<file path="config.mk">
export PLATFORM = sky130hd
export DESIGN_NAME = fifo_uart_tx
export DESIGN_NICKNAME = d
export VERILOG_FILES = /design/src/rtl/fifo_uart_tx.sv
export SDC_FILE = /design/constraint.sdc
export NUM_CORES = 1
export LEC_CHECK = 0
export BUFFER_PORTS_ARGS = -buffer_cell sky130_fd_sc_hd__buf_2
export CELL_PAD_IN_SITES_DETAIL_PLACEMENT = 0
export CELL_PAD_IN_SITES_GLOBAL_PLACEMENT = 1
export CORE_ASPECT_RATIO = 0.5
export CORE_MARGIN = 1.5
export CORE_UTILIZATION = 40
export DETAILED_ROUTE_END_ITERATION = 8
export GPL_TIMING_DRIVEN = 0
export PLACE_DENSITY_LB_ADDON = 0.1
export SLEW_MARGIN = 20
export SYNTH_ARGS = -nofsm -noshare
export SYNTH_HDL_FRONTEND = slang
export SYNTH_SLANG_ARGS = --single-unit
</file>
<file path="constraint.sdc">
create_clock -name clk -period 1.8 [get_ports clk]
set_input_delay 0.36 -clock clk [delete_from_list [all_inputs] [get_ports clk]]
set_output_delay 0.36 -clock clk [all_outputs]
set_load 0.02 [all_outputs]
</file>
<file path="src/rtl/fifo_uart_tx.sv">
// FIFO drain stage: pops one byte per frame from a registered-read FIFO and
// serializes it as a UART frame (start, data LSB first, optional parity, stop).
module fifo_uart_tx #(
  parameter int DSIZE        = 8,
  parameter int CLKS_PER_BIT = 16,
  parameter int PARITY       = 0,
  parameter int STOP_BITS    = 1
) (
  input  logic             clk,
  input  logic             rstn,
  input  logic             tx_en,
  input  logic             fifo_empty,
  input  logic [DSIZE-1:0] fifo_dout,
  output logic             fifo_rd_en,
  output logic             tx,
  output logic             busy,
  output logic             frame_done
);

  localparam int BAUD_W = (CLKS_PER_BIT > 1) ? $clog2(CLKS_PER_BIT) : 1;
  localparam int BIT_W  = $clog2(DSIZE + 1);
  localparam logic [BAUD_W-1:0] BAUD_LAST = BAUD_W'(CLKS_PER_BIT - 1);
  localparam logic [BIT_W-1:0]  BIT_LAST  = BIT_W'(DSIZE - 1);

  typedef enum logic [2:0] {IDLE, FETCH, LOAD, START, DATA, PAR, STOP} state_t;

  state_t            state_reg, state_next;
  logic [BAUD_W-1:0] baud_reg;
  logic [BIT_W-1:0]  bit_reg;
  logic              stop_reg;
  logic [DSIZE-1:0]  shift_reg;
  logic              parity_reg;
  logic              tx_reg, tx_next;
  logic              frame_done_reg;
  logic              baud_last;
  logic              stop_last;

  assign baud_last = (baud_reg == BAUD_LAST);
  assign stop_last = baud_last && ((STOP_BITS == 1) || stop_reg);

  always_ff @(posedge clk) begin
    if (!rstn) begin
      state_reg      <= IDLE;
      tx_reg         <= 1'b1;
      frame_done_reg <= 1'b0;
    end else begin
      state_reg      <= state_next;
      tx_reg         <= tx_next;
      frame_done_reg <= (state_reg == STOP) && (state_next == IDLE);
    end
  end

  always_comb begin
    state_next = state_reg;
    case (state_reg)
      IDLE:    if (tx_en && !fifo_empty) state_next = FETCH;
      FETCH:   state_next = LOAD;
      LOAD:    state_next = START;
      START:   if (baud_last) state_next = DATA;
      DATA:    if (baud_last && (bit_reg == BIT_LAST))
                 state_next = (PARITY != 0) ? PAR : STOP;
      PAR:     if (baud_last) state_next = STOP;
      STOP:    if (stop_last) state_next = IDLE;
      default: state_next = IDLE;
    endcase
  end

  // tx is computed from the upcoming state so each bit starts on the state's first cycle.
  always_comb begin
    tx_next    = 1'b1;
    fifo_rd_en = (state_reg == FETCH);
    busy       = (state_reg != IDLE);
    frame_done = frame_done_reg;
    tx         = tx_reg;
    case (state_next)
      START:   tx_next = 1'b0;
      DATA:    tx_next = ((state_reg == DATA) && baud_last) ? shift_reg[1] : shift_reg[0];
      PAR:     tx_next = parity_reg;
      default: tx_next = 1'b1;
    endcase
  end

  always_ff @(posedge clk) begin
    if (!rstn) begin
      baud_reg   <= '0;
      bit_reg    <= '0;
      stop_reg   <= 1'b0;
      shift_reg  <= '0;
      parity_reg <= 1'b0;
    end else begin
      if ((state_next != state_reg) || baud_last)
        baud_reg <= '0;
      else if (state_reg inside {START, DATA, PAR, STOP})
        baud_reg <= baud_reg + 1'b1;

      if (state_reg != DATA)
        bit_reg <= '0;
      else if (baud_last)
        bit_reg <= bit_reg + 1'b1;

      if (state_reg != STOP)
        stop_reg <= 1'b0;
      else if (baud_last)
        stop_reg <= ~stop_reg;

      if (state_reg == LOAD) begin
        shift_reg  <= fifo_dout;
        parity_reg <= (PARITY == 2) ? ~(^fifo_dout) : (^fifo_dout);
      end else if ((state_reg == DATA) && baud_last) begin
        shift_reg  <= shift_reg >> 1;
      end
    end
  end

endmodule
</file>
# Word level (Yosys, flattened, before mapping)
# Cells that the tools add are included.
# word_totals
regBits,22
inputBits,12
output_inout_bits,4
# classes
n_addsub,2
eq_ne,13
muxes,10
bitwise_logic,1
reduce_logical,14
# ops
operator,n
$pmux 3 s7,1
$mux 8,2
$eq 3x3->1 const B,5
$mux 3,5
$eq 3x2->1 const B,3
$add 4x1->4 const B,2
$reduce_xor 8->1,1
$logic_not 3->1,2
$eq 4x3->1 const B,1
$eq 4x4->1 const B,1
$logic_and 1x1->1,4
$reduce_bool 4->1,1
$reduce_or 2->1,2
$eq 3x1->1 const B,1
$ne 3x3->1,1
$ne 3x3->1 const B,1
$pmux 1 s3,1
$reduce_bool 3->1,1
$reduce_bool 2->1,1
$logic_not 1->1,1
$logic_or 1x1->1,1
$mux 1,1
$not 1->1,1

# Logic depth before layout (Yosys ltp)
# Gate-level depths: netlist of the first run.
# logic_depth
word_depth,7
depth_mapped,7
mapped_depth_nobuf,6

# Worst setup path before layout of the first run
# Ideal clock, no wire load.
# synth_timing
path_type,reg-to-reg
start,reg baud_reg[0]
end,reg tx_reg (netlist: tx)
setup_time_ps,142
arrival_time_ps,1396
slack_ps,262
path_stages_with_launch,7
n_path_buf,0
period_less_slack_ps,1538
path_cell_list,dfxtp_1 -> ha_1 -> and3_4 -> nand4_4 -> mux2i_1 -> o2111a_1 -> o311ai_1
# synth_between
elab_chain_len,6
word_cells_on_any_way,13
cone_classes,eq/ne (4); mux (7); reduce/logical (2)
# synth_lines
item,line,text
from (decl),28,logic [BAUD_W-1:0] baud_reg;
from (signal assigned),94,baud_reg <= baud_reg + 1'b1;
$eq 4x4->1 (*),38,assign baud_last = (baud_reg == BAUD_LAST);
$logic_and 1x1->1,60,DATA: if (baud_last && (bit_reg == BIT_LAST))
$mux 3,60,
$pmux 3 s7,55,case (state_reg)
$eq 3x3->1 or $eq 3x2->1 (tied branches),75,case (state_next)
$pmux 1 s3 (*),75,
to (signal assigned),48,tx_reg <= tx_next;
to (decl),33,"logic tx_reg, tx_next;"
# Every way passes the cells marked *; elsewhere a longest branch is shown, timed or not.
# A chain may end at the register's enable or synchronous reset.

# Final worst setup path of the first run
# layout_timing
start,reg state_reg[2]
end,out busy
# layout_between
elab_chain_len,1
# layout_lines
item,line,text
from (decl),27,"state_t state_reg, state_next;"
from (signal assigned),47,state_reg <= state_next;
$reduce_bool 3->1,72,busy = (state_reg != IDLE);
to (decl),16,"output logic busy,"
# Every way passes these cells.

==> results of run 1 <==
-- through the flow --
step,total power [mW],instances
3_3_place_gp,0.815,176
5_1_grt,1.23,185
4_1_cts,1.18,180
6_report,1.17,185
3_5_place_dp,0.816,176
2_1_floorplan,0.751,124
-- power by group --
group | switching (mW) | internal, mW
registers | 0.0204 | 0.526
clock network | 0.161 | 0.195
logic | 0.146 | 0.118
-- worst register-to-register path: stages, from the launching register on --
cell and delay, ns:
dfxtp_1 0.38, ha_1 0.21, and3_4 0.23, nand4_4 0.15, mux2i_2 0.24, o2111a_1 0.22, o311ai_1 0.08
-- cell type report --
cell class / count / area (um2) / share of cell area
flip-flops and latches: 22 / 440 / 0.328
well taps: 37 / 46.3 / 0.0345
multi-input cells: 94 / 649 / 0.484
plain buffers: 6 / 31.3 / 0.0233
repair buffers: 20 / 113 / 0.0839
inverters: 2 / 7.51 / 0.00559
clock buffers: 4 / 55.1 / 0.0410
-- cells in the final DEF, fill, tap and decap left out, drive strengths merged, types with 3 or more instances in the layout --
cell type / netlist / routed
buf: 4 / 24
a21oi: 5 / 5
xor2: 4 / 4
o211a: 7 / 7
nand4: 6 / 6
o21ai: 4 / 4
nand2: 14 / 14
mux2i: 8 / 8
nand3: 3 / 3
xnor2: 10 / 10
nor2: 12 / 12
dfxtp: 22 / 22
nor3: 4 / 4
clkbuf: 2 / 6
-- timing repair --
item                                   4_1_cts  5_1_grt
buffers inserted                             0        5
setup endpoints to repair                    0        2
endpoints found under the hold margin        0        0
gates resized for setup                      0        3
-- per-layer routing --
metal,track usage,routed length (um),part of all wire,up-vias
li1,-,-,-,488
met1,0.199,1150,0.53,418
met2,0.237,913,0.42,18
met3,0.0545,98,0.045,4
met4,0.0536,25,0.011,0
met5,0,0,0,-
-- path summary, 6_finish.rpt --
kind	start	to	slack, ns	depth (start not counted)
max	state_reg[2]	busy	0.08	3
min	fifo_dout[4]	shift_reg[4]	0.36	2
max reg2reg	baud_reg[0]	tx	0.15	6
min reg2reg	bit_reg[1]	bit_reg[1]	0.49	2
-- cells by family (layout without fill, tap and decap cells) --
kind of cell    count (synthesis)  in the layout  synth area share
simple gates                   47             47             0.217
compound gates                 23             23             0.155
flops                          22             22             0.392
xor+xnor                       14             14             0.109
mux                             8              8            0.0713
buf+inv                         8             32            0.0334
fa+ha+maj                       2              2            0.0223
==> reports/results.tsv, run 1 <==
stage	metric	value	unit
run_status	status	finished clean	
clocking	Clk Latency, worst-skew pair	0.26	ns
synth	synthesized area per cell	9.06	um2
worst_setup_path	crit path max fanout	10	
synth	area leader, netlist	dfxtp_1	
route	Total Wirelength	2190	um
final_layout	Layout fillers	280	
route	iteration-0 DRC count of the detailed router	39	
timing	final hold slack	0.357	ns
placement	RePlAce Congestion	0.795	
synth	Top FF cell, synth	dfxtp_1	
synth	Post-synth EDFFs	0	
worst_setup_path	Crit-path slowest cell	dfxtp_1	
route	vias post-DR	928	
clocking	clk root buf	clkbuf_8	
final_layout	max reg flops	8	
clocking	CTS clk-pin slew, worst paths	0.08	ns
placement	IO Port Bufs	15	
run	Max-cap violations	0	
timing	setup TNS	0	ns
timing	clock period minus final worst setup slack	1.72	ns
floorplan	Die X-Extent	78.0	um
synth	dominant cell by count in the synthesized netlist	dfxtp_1	
route	Vias/cell	5.02	
worst_setup_path	Critical path buffers and inverters	2	
synth	Mapped Nets	138	
final_layout	Final #Nets	163	
final_layout	layout cells sized above 1	0.216	
floorplan	initial core utilization	0.426	
worst_setup_path	CP required	1.44	ns
floorplan	Die ar.	3160	um2
global_routing	first-pass GRT wire length	3480	um
synth	Syn. warnings	0	
placement	Place WS	0.0595	ns
timing	post-route setup slack	0.0817	ns
clocking	CTS tree	yes	
floorplan	Die Height	40.5	um
synth	synth cell count leaders	dfxtp_1, nand2_1, nor2_1, xnor2_1, mux2i_1	
synth	count of cell types in the netlist	30	
synth	Post-Syn Area	1120	um2
synth	sequential cell area fraction in the yosys report	0.392	
route	Post-route DRC	0	
worst_setup_path	crit-path most repeated cell	buf_2	
route	wire per inst	11.8	um
floorplan	FP Rows	13	
global_routing	GRT Util Overall	0.152	
worst_setup_path	crit path kind	reg -> out	
worst_setup_path	critical path's largest stage delay	0.37	ns
clocking	clock tree buffer depth	2	
timing	RSZ-0062 raised after global routing	no	
timing	fmax	582	MHz
worst_setup_path	Critical Path Start Type	flop	
worst_setup_path	Top delay family on crit path	flip-flops	
timing	Slew Viols, Final	0	
worst_setup_path	Worst EP arrival	1.36	ns
route	first drt pass iteration count	4	
pwr	Worst VDD drop	498	uV
final_layout	Core Util, Final	0.509	
clocking	H-Tree Depth	1	
timing	period utilization	0.955	
global_routing	maximum number of pins on one net before global-route repair	13	
timing	Slew @ Worst Pin	0.453	ns
global_routing	total grt overflow	0	
synth	Yosys top cell area share	0.392	
clocking	cts bufs inserted	3	
floorplan	# IOs	16	
min_path	HP Class	in -> reg	
timing	final count of hold timing violations	0	
global_routing	vias in the first global route	758	
placement	Final HPWL DP	1590	um
synth	cells after synthesis	124	
route	antenna-violating nets left	0	
synth	#FFs+latches synth	22	
final_layout	fin area	1340	um2
synth	Synth area leaders	dfxtp_1, xnor2_1, mux2i_1, o211a_1, nand2_1	
clocking	Sink Count	22	
pwr	LEAKAGE	0.623	nW
worst_setup_path	worst path cell trace	buf_2 > or3_1 > buf_2	
final_layout	Layout area overhead	19.5	%
global_routing	initial antenna violation count	0	
timing	Clock Skew	0.00368	ns
timing	normalized max-slew margin	0.696	
timing	Final Setup Violations	0	
pwr	pwr dens	869	nW/um2
placement	Placed Area	1240	um2
worst_setup_path	Setup crit end kind	primary output	
clocking	CTS Hold Bufs	0	
floorplan	core area	2640	um2
final_layout	Antenna diodes	0	
synth	asr flop ratio synth	0	
Power figures use the tool's default switching activity.
==> run 2, diff against run 1 <==
- clock period: 1.8 -> 1.9 ns (I/O delays scaled with it)
==> run 2 against run 1 <==
Against the previous run: utilization shrank 1.6 points; register-to-register slack is essentially flat; clock power shrank 5%; global-route usage is the same; clock-buffer cell count is the same; first-iteration DRC count shrank 44%; final cell count shrank 2.7%; sequential cell count is the same; via count shrank 3.0%; hold slack gained 0.021 ns; wire length shrank 1.4%.
==> reports/results.tsv, run 2 (synthesis gave the netlist of run 1 again) <==
stage	metric	value	unit	change
floorplan	Die X-Extent	78.0	um	unchanged
worst_setup_path	crit path max fanout	8		-2
timing	Clock Skew	0.00661	ns	+0.00293 ns
floorplan	core area	2640	um2	unchanged
final_layout	fin area	1300	um2	-3.2%
worst_setup_path	crit path from	baud_reg[0]		
final_layout	Antenna diodes	0		unchanged
floorplan	# IOs	16		unchanged
timing	Slew Viols, Final	0		unchanged
route	wire per inst	12.0	um	+1.4%
placement	Place WS	0.160	ns	+0.100 ns
clocking	Post-CTS Resized	0		unchanged
clocking	clock tree buffer depth	2		unchanged
timing	fmax	572	MHz	
min_path	min-delay src	fifo_dout[4]		
placement	Placed Area	1240	um2	unchanged
floorplan	FP Rows	13		unchanged
timing	Final Setup Violations	0		unchanged
clocking	Post-CTS Setup Inserts	0		unchanged
global_routing	maximum number of pins on one net before global-route repair	13		unchanged
floorplan	Die ar.	3160	um2	unchanged
placement	IO Port Bufs	15		unchanged
placement	Final HPWL DP	1590	um	unchanged
clocking	Sink Count	22		unchanged
timing	setup TNS	0	ns	unchanged
clocking	cts bufs inserted	3		unchanged
route	Post-route DRC	0		unchanged
route	first drt pass iteration count	4		unchanged
clocking	clk root buf	clkbuf_8		
final_layout	Final #Nets	158		-3.1%
global_routing	GRT Util Overall	0.152		unchanged
final_layout	Final Non-Filler Cells	180		-2.7%
floorplan	initial core utilization	0.426		unchanged
clocking	CTS clk-pin slew, worst paths	0.08	ns	about the same
timing	normalized max-slew margin	0.675		-0.0205
final_layout	Register Area	440	um2	unchanged
worst_setup_path	CP required	2.02	ns	+0.58 ns
route	Total Wirelength	2160	um	-1.4%
final_layout	commonest non-fill, non-tap cell in the layout	dfxtp_1		
run	Max-cap violations	0		unchanged
route	vias post-DR	900		-3.0%
worst_setup_path	Critical Path Start Type	flop		
route	antenna-violating nets left	0		unchanged
route	iteration-0 DRC count of the detailed router	22		-44%
run_status	status	finished clean		
final_layout	area of the multi-input gates	646	um2	-0.58%
clocking	CTS Hold Bufs	0		unchanged
worst_setup_path	Setup crit end kind	flop		
clocking	CTS tree	yes		
final_layout	Layout fillers	283		+1.1%
worst_setup_path	Worst EP arrival	1.87	ns	+0.51 ns
timing	period utilization	0.920		
timing	Slew @ Worst Pin	0.484	ns	+0.0305 ns
final_layout	Layout area overhead	15.7	%	
placement	RePlAce Congestion	0.795		unchanged
final_layout	layout cells sized above 1	0.175		-0.0414
floorplan	Die Height	40.5	um	unchanged
pwr	LEAKAGE	0.605	nW	-2.9%
global_routing	total grt overflow	0		unchanged
worst_setup_path	r2r startpoint	baud_reg[0]		
pwr	Worst VDD drop	470	uV	-5.6%
placement	Placed Cells	176		unchanged
min_path	HP Class	in -> reg		
worst_setup_path	crit path kind	reg -> reg		
timing	clock period minus final worst setup slack	1.75	ns	
pwr	pwr dens	845	nW/um2	-2.7%
final_layout	max reg flops	8		unchanged
clocking	Clk Latency, worst-skew pair	0.27	ns	about the same
timing	post-route setup slack	0.152	ns	+0.0701 ns
timing	final count of hold timing violations	0		unchanged
global_routing	first-pass GRT wire length	3480	um	unchanged
final_layout	most frequent cells in the layout	dfxtp_1, buf_2, nand2_1		
timing	RSZ-0062 raised after global routing	no		
global_routing	vias in the first global route	758		unchanged
clocking	H-Tree Depth	1		unchanged
global_routing	initial antenna violation count	0		unchanged
route	Vias/cell	5.00		-0.32%
run 2: cell count changes in the layout (fill, tap and decap cells not counted), sizes merged:
cell  delta
buf      -5
run 2: through the flow:
| step | hold WS [ns] | utilization | power (mW) |
|---|---|---|---|
| 3_3_place_gp | 0.471 | 0.472 | 0.772 |
| 2_1_floorplan | 0.454 | - | 0.712 |
| 6_report | 0.378 | 0.493 | 1.10 |
| 5_1_grt | 0.376 | 0.493 | 1.16 |
| 3_5_place_dp | 0.477 | 0.472 | 0.773 |
| 4_1_cts | 0.374 | 0.493 | 1.11 |
run 2: layout make-up:
type                    count  share of cell area
multi-input cells          94               0.497
flip-flops and latches     22               0.339
repair buffers             15              0.0577
clock buffers               4              0.0423
well taps                  37              0.0356
plain buffers               6              0.0231
inverters                   2             0.00577
run 2: final timing paths:
kind | depth (start not counted) | end | slack [ns]
worst min-delay path | 2 | shift_reg[4] | 0.38
worst max-delay path | 6 | tx | 0.15
worst min register to register | 2 | shift_reg[7] | 0.48
worst max register to register | 6 | tx | 0.15
run 2: worst max-delay path, cell delays in order, from the launching register on:
cell and delay, ns:
dfxtp_1 0.38, ha_1 0.21, and3_4 0.23, nand4_4 0.21, mux2i_1 0.27, o2111a_1 0.22, o311ai_1 0.08
run 2: power breakdown:
group          leakage (nW)  switching (mW)  internal, mW
Sequential            0.180          0.0179         0.498
Combinational         0.396           0.138         0.106
Clock                0.0288           0.154         0.185
run 2: routing by layer:
layer  global-route usage  wire length (um)  vias up
met3               0.0545               105        4
met2                0.237               869       17
met4               0.0536                22        0
li1                     -                 -      480
met1                0.199              1160      399
met5                    0                 0        -
